## config.mk

```make
export PLATFORM = sky130hd
export DESIGN_NAME = thresh_fifo
export DESIGN_NICKNAME = d
export VERILOG_FILES = /design/src/rtl/fifo_pkg.sv /design/src/rtl/fifo_ptr.sv /design/src/rtl/thresh_fifo.sv
export SDC_FILE = /design/constraint.sdc
export NUM_CORES = 1
export LEC_CHECK = 0
export CORE_ASPECT_RATIO = 0.5
export CORE_UTILIZATION = 40
export CTS_CLUSTER_DIAMETER = 50
export CTS_CLUSTER_SIZE = 28
export DETAILED_ROUTE_END_ITERATION = 8
export GPL_ROUTABILITY_DRIVEN = 0
export PLACE_DENSITY = 0.6
export SYNTH_ARGS = -nofsm -noshare
export SYNTH_HDL_FRONTEND = slang
export SYNTH_SLANG_ARGS = --single-unit
```

## constraint.sdc

```tcl
create_clock -name clk -period 5.4 [get_ports clk]
set_input_delay 0.81 -clock clk [delete_from_list [all_inputs] [get_ports clk]]
set_output_delay 0.81 -clock clk [all_outputs]
set_load 0.03 [all_outputs]
```

## src/rtl/fifo_pkg.sv

```systemverilog
// Shared helpers for thresh_fifo: width calculations and parameter-legality predicates.
package fifo_pkg;

  function automatic int cnt_width(input int depth);
    return $clog2(depth + 32'sd1);
  endfunction

  function automatic int ptr_width(input int depth);
    return (depth > 32'sd1) ? $clog2(depth) : 32'sd1;
  endfunction

  function automatic bit depth_ok(input int depth);
    return depth >= 32'sd2;
  endfunction

  function automatic bit ae_thresh_ok(input int depth, input int ae);
    return (ae >= 32'sd0) && (ae <= depth - 32'sd1);
  endfunction

  function automatic bit af_thresh_ok(input int depth, input int af);
    return (af >= 32'sd1) && (af <= depth);
  endfunction

endpackage

```

## src/rtl/fifo_ptr.sv

```systemverilog
// Wrapping pointer, counts 0..DEPTH-1 for any DEPTH (including non-powers of two).
module fifo_ptr
  import fifo_pkg::*;
#(
  parameter int DEPTH = 16,
  localparam int PW = ptr_width(DEPTH)
) (
  input  logic          clk,
  input  logic          reset_n,
  input  logic          clr,
  input  logic          inc,
  output logic [PW-1:0] ptr
);

  // Pointer register: clear has priority over increment, explicit wrap at DEPTH-1.
  always_ff @(posedge clk or negedge reset_n) begin
    if (!reset_n) begin
      ptr <= '0;
    end else if (clr) begin
      ptr <= '0;
    end else if (inc) begin
      ptr <= (ptr == PW'(DEPTH - 1)) ? '0 : ptr + PW'(1);
    end else begin
      ptr <= ptr;
    end
  end

endmodule

```

## src/rtl/thresh_fifo.sv

```systemverilog
// First-word-fall-through FIFO with occupancy count and threshold flags.
// Optional sticky overflow/underflow flags are enabled by defining FIFO_ERR_FLAGS_EN.
module thresh_fifo
  import fifo_pkg::*;
#(
  parameter int WIDTH     = 8,
  parameter int DEPTH     = 16,
  parameter int AE_THRESH = DEPTH / 4,
  parameter int AF_THRESH = DEPTH - DEPTH / 4,
  localparam int CW = cnt_width(DEPTH),
  localparam int PW = ptr_width(DEPTH)
) (
  input  logic             clk,
  input  logic             reset_n,
  input  logic             flush,
  input  logic [WIDTH-1:0] data_in,
  input  logic             data_in_val,
  output logic             data_in_rdy,
  output logic [WIDTH-1:0] data_out,
  output logic             data_out_val,
  input  logic             data_out_rdy,
  output logic [CW-1:0]    count,
  output logic             empty,
  output logic             almost_empty,
  output logic             almost_full,
  output logic             full
`ifdef FIFO_ERR_FLAGS_EN
  ,
  output logic             ovf_err,
  output logic             unf_err
`endif
);

  if (!depth_ok(DEPTH)) begin : g_bad_depth
    $error("thresh_fifo: DEPTH must be >= 2");
  end
  if (!ae_thresh_ok(DEPTH, AE_THRESH)) begin : g_bad_ae
    $error("thresh_fifo: AE_THRESH must be in 0..DEPTH-1");
  end
  if (!af_thresh_ok(DEPTH, AF_THRESH)) begin : g_bad_af
    $error("thresh_fifo: AF_THRESH must be in 1..DEPTH");
  end

  logic [WIDTH-1:0] mem [0:DEPTH-1];
  logic [PW-1:0]    wptr;
  logic [PW-1:0]    rptr;
  logic             push;
  logic             pop;
  logic             wr_en;

  // Handshakes use only registered state, so data_out_rdy never reaches data_in_rdy.
  assign empty        = (count == CW'(0));
  assign full         = (count == CW'(DEPTH));
  assign almost_empty = (count <= CW'(AE_THRESH));
  assign almost_full  = (count >= CW'(AF_THRESH));
  assign data_in_rdy  = !full;
  assign data_out_val = !empty;
  assign push         = data_in_val && data_in_rdy;
  assign pop          = data_out_val && data_out_rdy;
  assign wr_en        = push && !flush;
  assign data_out     = mem[rptr];

  fifo_ptr #(.DEPTH(DEPTH)) u_wptr (
    .clk    (clk),
    .reset_n(reset_n),
    .clr    (flush),
    .inc    (push),
    .ptr    (wptr)
  );

  fifo_ptr #(.DEPTH(DEPTH)) u_rptr (
    .clk    (clk),
    .reset_n(reset_n),
    .clr    (flush),
    .inc    (pop),
    .ptr    (rptr)
  );

  // Storage array, deliberately not reset.
  always_ff @(posedge clk) begin
    if (wr_en) begin
      mem[wptr] <= data_in;
    end
  end

  // Occupancy counter.
  always_ff @(posedge clk or negedge reset_n) begin
    if (!reset_n) begin
      count <= '0;
    end else if (flush) begin
      count <= '0;
    end else begin
      case ({push, pop})
        2'b10:   count <= count + CW'(1);
        2'b01:   count <= count - CW'(1);
        default: count <= count;
      endcase
    end
  end

`ifdef FIFO_ERR_FLAGS_EN
  // Sticky error flags, cleared only by reset or flush.
  always_ff @(posedge clk or negedge reset_n) begin
    if (!reset_n) begin
      ovf_err <= 1'b0;
      unf_err <= 1'b0;
    end else if (flush) begin
      ovf_err <= 1'b0;
      unf_err <= 1'b0;
    end else begin
      ovf_err <= ovf_err || (data_in_val && full);
      unf_err <= unf_err || (data_out_rdy && empty);
    end
  end
`endif

endmodule

```

# ---- Yosys cells after proc, flatten, opt, wreduce, memory -nomap -nowiden
# Memories as Yosys holds them, arrays and structs flattened.
# Index checks and enable logic that the tools add are counted.
dict set report classes {
  shifts 0
  n_lt_le_gt_ge 2
  n_mux 10
  reduce_logical 10
  n_bitwise 0
  addsub 4
  n_div 0
  n_eq_ne 5
  n_mul 0
}
# cell n
set op_table {}
lappend op_table {{$mux 4} 6}
lappend op_table {{$pmux 5 s2} 1}
lappend op_table {{$add 4x1->4 const B} 2}
lappend op_table {{$eq 4x4->1 const B} 2}
lappend op_table {{$add 5x1->5 const B} 1}
lappend op_table {{$eq 5x5->1 const B} 1}
lappend op_table {{$ge 5x4->1 const B} 1}
lappend op_table {{$le 5x3->1 const B} 1}
lappend op_table {{$logic_not 5->1} 1}
lappend op_table {{$mux 5} 1}
lappend op_table {{$sub 5x1->5 const B} 1}
lappend op_table {{$reduce_bool 2->1} 2}
lappend op_table {{$logic_and 1x1->1} 3}
lappend op_table {{$logic_not 1->1} 3}
lappend op_table {{$reduce_bool 3->1} 1}
lappend op_table {{$eq 2x1->1 const B} 1}
lappend op_table {{$eq 2x2->1 const B} 1}
lappend op_table {{$mux 1} 2}
dict set report word_totals {
  latch_bits 0
  reg_bits 13
  in_bits 13
  n_memories 1
  wordCells 35
  mem_bits_ro 0
  ramBits 128
}
# memory depth word_bits read_ports rd_ports_with_merged_regs wr line_no
set memory_table {}
lappend memory_table {mem 16 8 1 0 1 thresh_fifo.sv:44} ;# logic [WIDTH-1:0] mem [0:DEPTH-1];

# ---- Depth between registers and ports, before layout
dict set report depth {
  word_depth 6
  ltp_mapped 10
}

# ---- Modules after synthesis
# Synthesis repeated with hierarchy kept, for this count alone.
dict set report hier_totals {
  hier_cells 323
  area_unflattened_um2 5798.1
}
# mod seq_area_each_um2 cells_per_inst area_each_um2 n_inst
set modules_own_cells {}
lappend modules_own_cells {thresh_fifo 3968.8 285 5415.2 1}
lappend modules_own_cells {fifo_ptr 100.1 19 191.4 2}

# ---- Least setup slack after synthesis
# OpenSTA, ideal clock, no wires.
dict set report synth_path {
  path_kind {reg2reg}
  from {reg count[1]}
  to {reg count[4]}
  t_required_ns 5.322
  setup_ns 0.078
  path_stages_with_launch 10
  arrival_ns 2.747
  path_slack_ns 2.575
  cell_sequence {dfrtp_1 -> or4_1 -> clkbuf_2 -> nand2_1 -> nand2_1 -> fa_1 -> nand2b_1 -> a2111oi_0 -> a221oi_1 -> a21oi_1}
}
dict set report synth_via {
  elab_chain_len 6
}
# item line_no
set synth_lines {}
lappend synth_lines {{from (decl)} thresh_fifo.sv:22} ;# output logic [CW-1:0] count,
lappend synth_lines {{from (signal assigned)} thresh_fifo.sv:94} ;# 2'b10: count <= count + CW'(1);
lappend synth_lines {{from (signal assigned)} thresh_fifo.sv:95} ;# 2'b01: count <= count - CW'(1);
lappend synth_lines {{from (signal assigned)} thresh_fifo.sv:96} ;# default: count <= count;
lappend synth_lines {{$eq 5x5->1 / $logic_not 5->1 (equally long branches)} {thresh_fifo.sv:53, thresh_fifo.sv:52}}
lappend synth_lines {{$logic_not 1->1, on equally long branches} {thresh_fifo.sv:56, thresh_fifo.sv:57}}
lappend synth_lines {{$logic_and 1x1->1, on equally long branches} {thresh_fifo.sv:58, thresh_fifo.sv:59}}
lappend synth_lines {{$eq 2x1->1 / $eq 2x2->1 (equally long branches)} thresh_fifo.sv:93} ;# case ({push, pop})
lappend synth_lines {{$pmux 5 s2} thresh_fifo.sv:93}
lappend synth_lines {{$mux 5} thresh_fifo.sv:90} ;# end else if (flush) begin
# Several ways; a longest one is shown, not always the timed one.
# A chain may end at the register's enable or synchronous reset.

# ---- Final worst setup path
dict set report layout_path {
  from {reg u_rptr.ptr[0]}
  to {out data_out[1]}
}
dict set report layout_via {
  elab_chain_len 1
}
# item line_no
set layout_lines {}
lappend layout_lines {{from (decl)} fifo_ptr.sv:12} ;# output logic [PW-1:0] ptr
lappend layout_lines {{from (signal assigned)} fifo_ptr.sv:22} ;# ptr <= (ptr == PW'(DEPTH - 1)) ? '0 : ptr + PW'(1);
lappend layout_lines {{from (signal assigned)} fifo_ptr.sv:24} ;# ptr <= ptr;
lappend layout_lines {{$mem_v2 16x8} n/a}
lappend layout_lines {{to (decl)} thresh_fifo.sv:19} ;# output logic [WIDTH-1:0] data_out,
# Every way passes these cells.

==> results.ini <==
[status]
run_status = complete, no violations

[floorplan]
placeableCoreArea_mm2 = 0.0139
area_of_the_die_mm2 = 0.0152
initial_standard_cell_utilization_of_the_core_pct = 42.1
die_y_um = 87.6
ioPinCount = 32
rows = 30
fp.dieW_um = 173

[clock_tree]
post-cts-setup-buffers = 0
numCtsBuffers = 17
cts_tree = built
post_cts.resized_instances = 0
clkTransAtPathRegs_ns = 0.06
cts.sink_count = 141
cts.path.max_buffers = 2
ctsRootBufferMaster = sky130_fd_sc_hd__clkbuf_16
cts_hold_buf = 0
clk-insertion-delay-late_ns = 0.41
htree_levels = 4

[worst_hold_path]
holdCritPathClass = reg -> reg
timing.hold.worst_endpoint = u_wptr.ptr[1]
hp-start = u_wptr.ptr[1]
hold-path-cell-count = 2

[synth]
synth_nets = 330
synth_area_per_cell_um2 = 19.1
synth.ff_latch_count = 141
post-synth-top-area-fraction_pct = 65.5
synth.cell_area_mm2 = 0.00587
synthCells = 308
synth.yosys.seq_area_share_pct = 71.0
ys_top_cells_by_area = sky130_fd_sc_hd__edfxtp_1 (66%), sky130_fd_sc_hd__mux4_2 (15%), sky130_fd_sc_hd__dfrtp_1 (5.5%), sky130_fd_sc_hd__ha_1 (1.7%), sky130_fd_sc_hd__nor2_1 (1.5%)
ys_async_sr_fraction_pct = 9.22
synth_cell_type_count = 43
synth-edff-count = 128
post-synth-top-area-cell = sky130_fd_sc_hd__edfxtp_1
yosys_warnings = 0
synth.most_common_cell = sky130_fd_sc_hd__edfxtp_1
ys.flop_type = sky130_fd_sc_hd__edfxtp_1
synthTopCellsByCount = sky130_fd_sc_hd__edfxtp_1 (128), sky130_fd_sc_hd__mux4_2 (40), sky130_fd_sc_hd__nor2_1 (23), sky130_fd_sc_hd__nand2_1 (17), sky130_fd_sc_hd__dfrtp_1 (13)

[timing]
final.period_utilization_pct = 73.6
grt_setup_unrepaired = false
clock_skews_ns = 0.00981
finalSetupViolCount = 0
setup_slack_ns = 1.43
worstMarginPinSlew_ns = 1.11
final_period_minus_worst_setup_slack_ns = 3.97
slew_viol_final = 0
finalSetupTns_ns = 0
timing.slew.headroom_pct = 25.5
final_hold_vio_count = 0
max_freq_ghz = 0.252

[layout]
fill_cells = 1128
area_growth_pct = 19.0
final_design_area_no_fill_mm2 = 0.00699
antenna_cells = 0
multiInputGateArea_mm2 = 0.00159
nets = 368
ff_latch_area_mm2 = 0.00417
drive_above_1_share_pct = 22.6

[grt]
groute.usage.overall_pct = 17.6
globalRouteOverflowTotal = 0
grt_pass1_vias = 3073
grt_first_pass_wirelength_um = 18600
antenna_found_initial = 0
grt_start_max_net_pins = 37

[setup_path]
worstPathMaxFanout = 20
reg2reg_slack_ns = 2.37
r2r_start = count[0]
worstReg2RegEnd = count[4]
critical_path_required_ns = 4.59
critPathMostFrequentCell = sky130_fd_sc_hd__mux4_2
worst-r2r-cell-count = 8
cpPeakStageDelay_ns = 0.74
slowest_stage = sky130_fd_sc_hd__dfrtp_2
crit_path_start_kind = flop
cp-end-kind = primary output
worst_ep_arrival_time_ns = 3.16
crit_chain = buf_4 > mux4_2 > mux4_2 > clkdlybuf4s50_1
critPathKind = reg -> out

[detailed_routing]
drt_pass1_iterations = 4
post-route-drc-count = 0
avgRoutedWirePerCell_um = 22.2
routed_via_density = 5.45
drt_wl_total_um = 12200
final_ant_viol_nets = 0
vias = 3003
drt_first_iter_violations = 285

[placement]
count_of_buffers_inserted_at_the_top_level_ports = 31
dp_worst_setup_slack_ns = 1.64
post-dp-hpwl_um = 7720
dpl_cell_area_mm2 = 0.00637

[power_and_ir_drop]
power.static_leakage_uw = 0.00228
power_density_mw_per_mm2 = 464
p_total_uw = 3240
power.ir.vdd_worst_mv = 0.401

[run]
cap_violations = 0

## metal layers
layer | track usage (%) | routed length (um) | up-vias
met1 | 25.3 | 5380 | 1580
met5 | 0 | 0 | -
met3 | 4.21 | 882 | 5
met4 | 5.55 | 37 | 0
met2 | 26.9 | 5910 | 91
li1 | - | - | 1327
## kinds of logic (layout without fill, tap and decap cells)
| kind of cell | after synthesis | count (layout) | synth area share, % |
|---|---|---|---|
| mux | 46 | 46 | 16.4 |
| simple gates | 58 | 58 | 4.73 |
| compound gates | 25 | 25 | 3.16 |
| fa+ha+maj | 9 | 9 | 2.05 |
| flops | 141 | 141 | 71.0 |
| xor+xnor | 3 | 3 | 0.448 |
| buf+inv | 26 | 77 | 2.13 |
## worst max-delay path by stage
stage / slack, ns / cells past startpoint / to / start
final: 1.43 / 4 / data_out[1] / u_rptr.ptr[0]
after global routing: 1.26 / 4 / data_out[1] / u_rptr.ptr[0]
after CTS: 1.35 / 4 / data_out[1] / u_rptr.ptr[0]
after detailed placement: 1.64 / 8 / count[4] / data_out_rdy
after global placement: 1.81 / 4 / data_out[1] / u_rptr.ptr[0]
after floorplan: 2.57 / 9 / count[4] / count[1]
## critical path: cells and delay by family, from the launching register on
family,cells,cell delay (ns)
muxes,2,1.05
buffers and inverters,2,0.95
DFF,1,0.74
## cell usage in the layout (no fill, tap or decap), types with 2 or more instances in the layout
master                            instances
sky130_fd_sc_hd__inv_6                    4
sky130_fd_sc_hd__buf_4                    3
sky130_fd_sc_hd__bufinv_16                3
sky130_fd_sc_hd__inv_1                   11
sky130_fd_sc_hd__ha_1                     8
sky130_fd_sc_hd__xor2_1                   2
sky130_fd_sc_hd__a31oi_1                  2
sky130_fd_sc_hd__nand3_1                  2
sky130_fd_sc_hd__clkinv_4                 3
sky130_fd_sc_hd__nor3_1                   3
sky130_fd_sc_hd__clkbuf_16               17
sky130_fd_sc_hd__dfrtp_1                 11
sky130_fd_sc_hd__nor3_2                   3
sky130_fd_sc_hd__nor2_1                  23
sky130_fd_sc_hd__clkinv_1                 2
sky130_fd_sc_hd__mux2i_1                  3
sky130_fd_sc_hd__nand2b_1                 3
sky130_fd_sc_hd__a21oi_1                  7
sky130_fd_sc_hd__mux4_2                  40
sky130_fd_sc_hd__a21o_1                   2
sky130_fd_sc_hd__clkinvlp_4               2
sky130_fd_sc_hd__mux2_1                   3
sky130_fd_sc_hd__o211ai_1                 2
sky130_fd_sc_hd__dfrtp_2                  2
sky130_fd_sc_hd__edfxtp_1               128
sky130_fd_sc_hd__clkdlybuf4s50_1         31
sky130_fd_sc_hd__nand2_1                 17
## per-stage QoR
stage               utilization, %  hold WS (ns)  cells
finish                        50.2         0.643    551
global route                  50.2         0.699    551
CTS                           50.2         0.647    551
detailed placement            45.8         0.633    519
global placement              45.8         0.611    519
floorplan                        -         0.514    308
## sequential cells by signal, indices dropped and copies added, names as in the netlist
name and count:
count 5, mem 128, u_rptr.ptr 4, u_wptr.ptr 4
## area by class of cell
cell class              instances  share of cell area, %
clock buffers                  17                   6.09
clock inverters                15                   2.65
inverters                      11                  0.591
multi-input cells             141                   22.7
flip-flops and latches        141                   59.7
well taps                     192                   3.44
repair buffers                 34                   4.76
## report_power, final
group          total [uW]  internal [uW]  switching, uW
Sequential           1310           1220           89.5
Clock                1190            733            453
Combinational         743            367            376
Total                3240           2320            918
(Power assumes the default switching activity.)
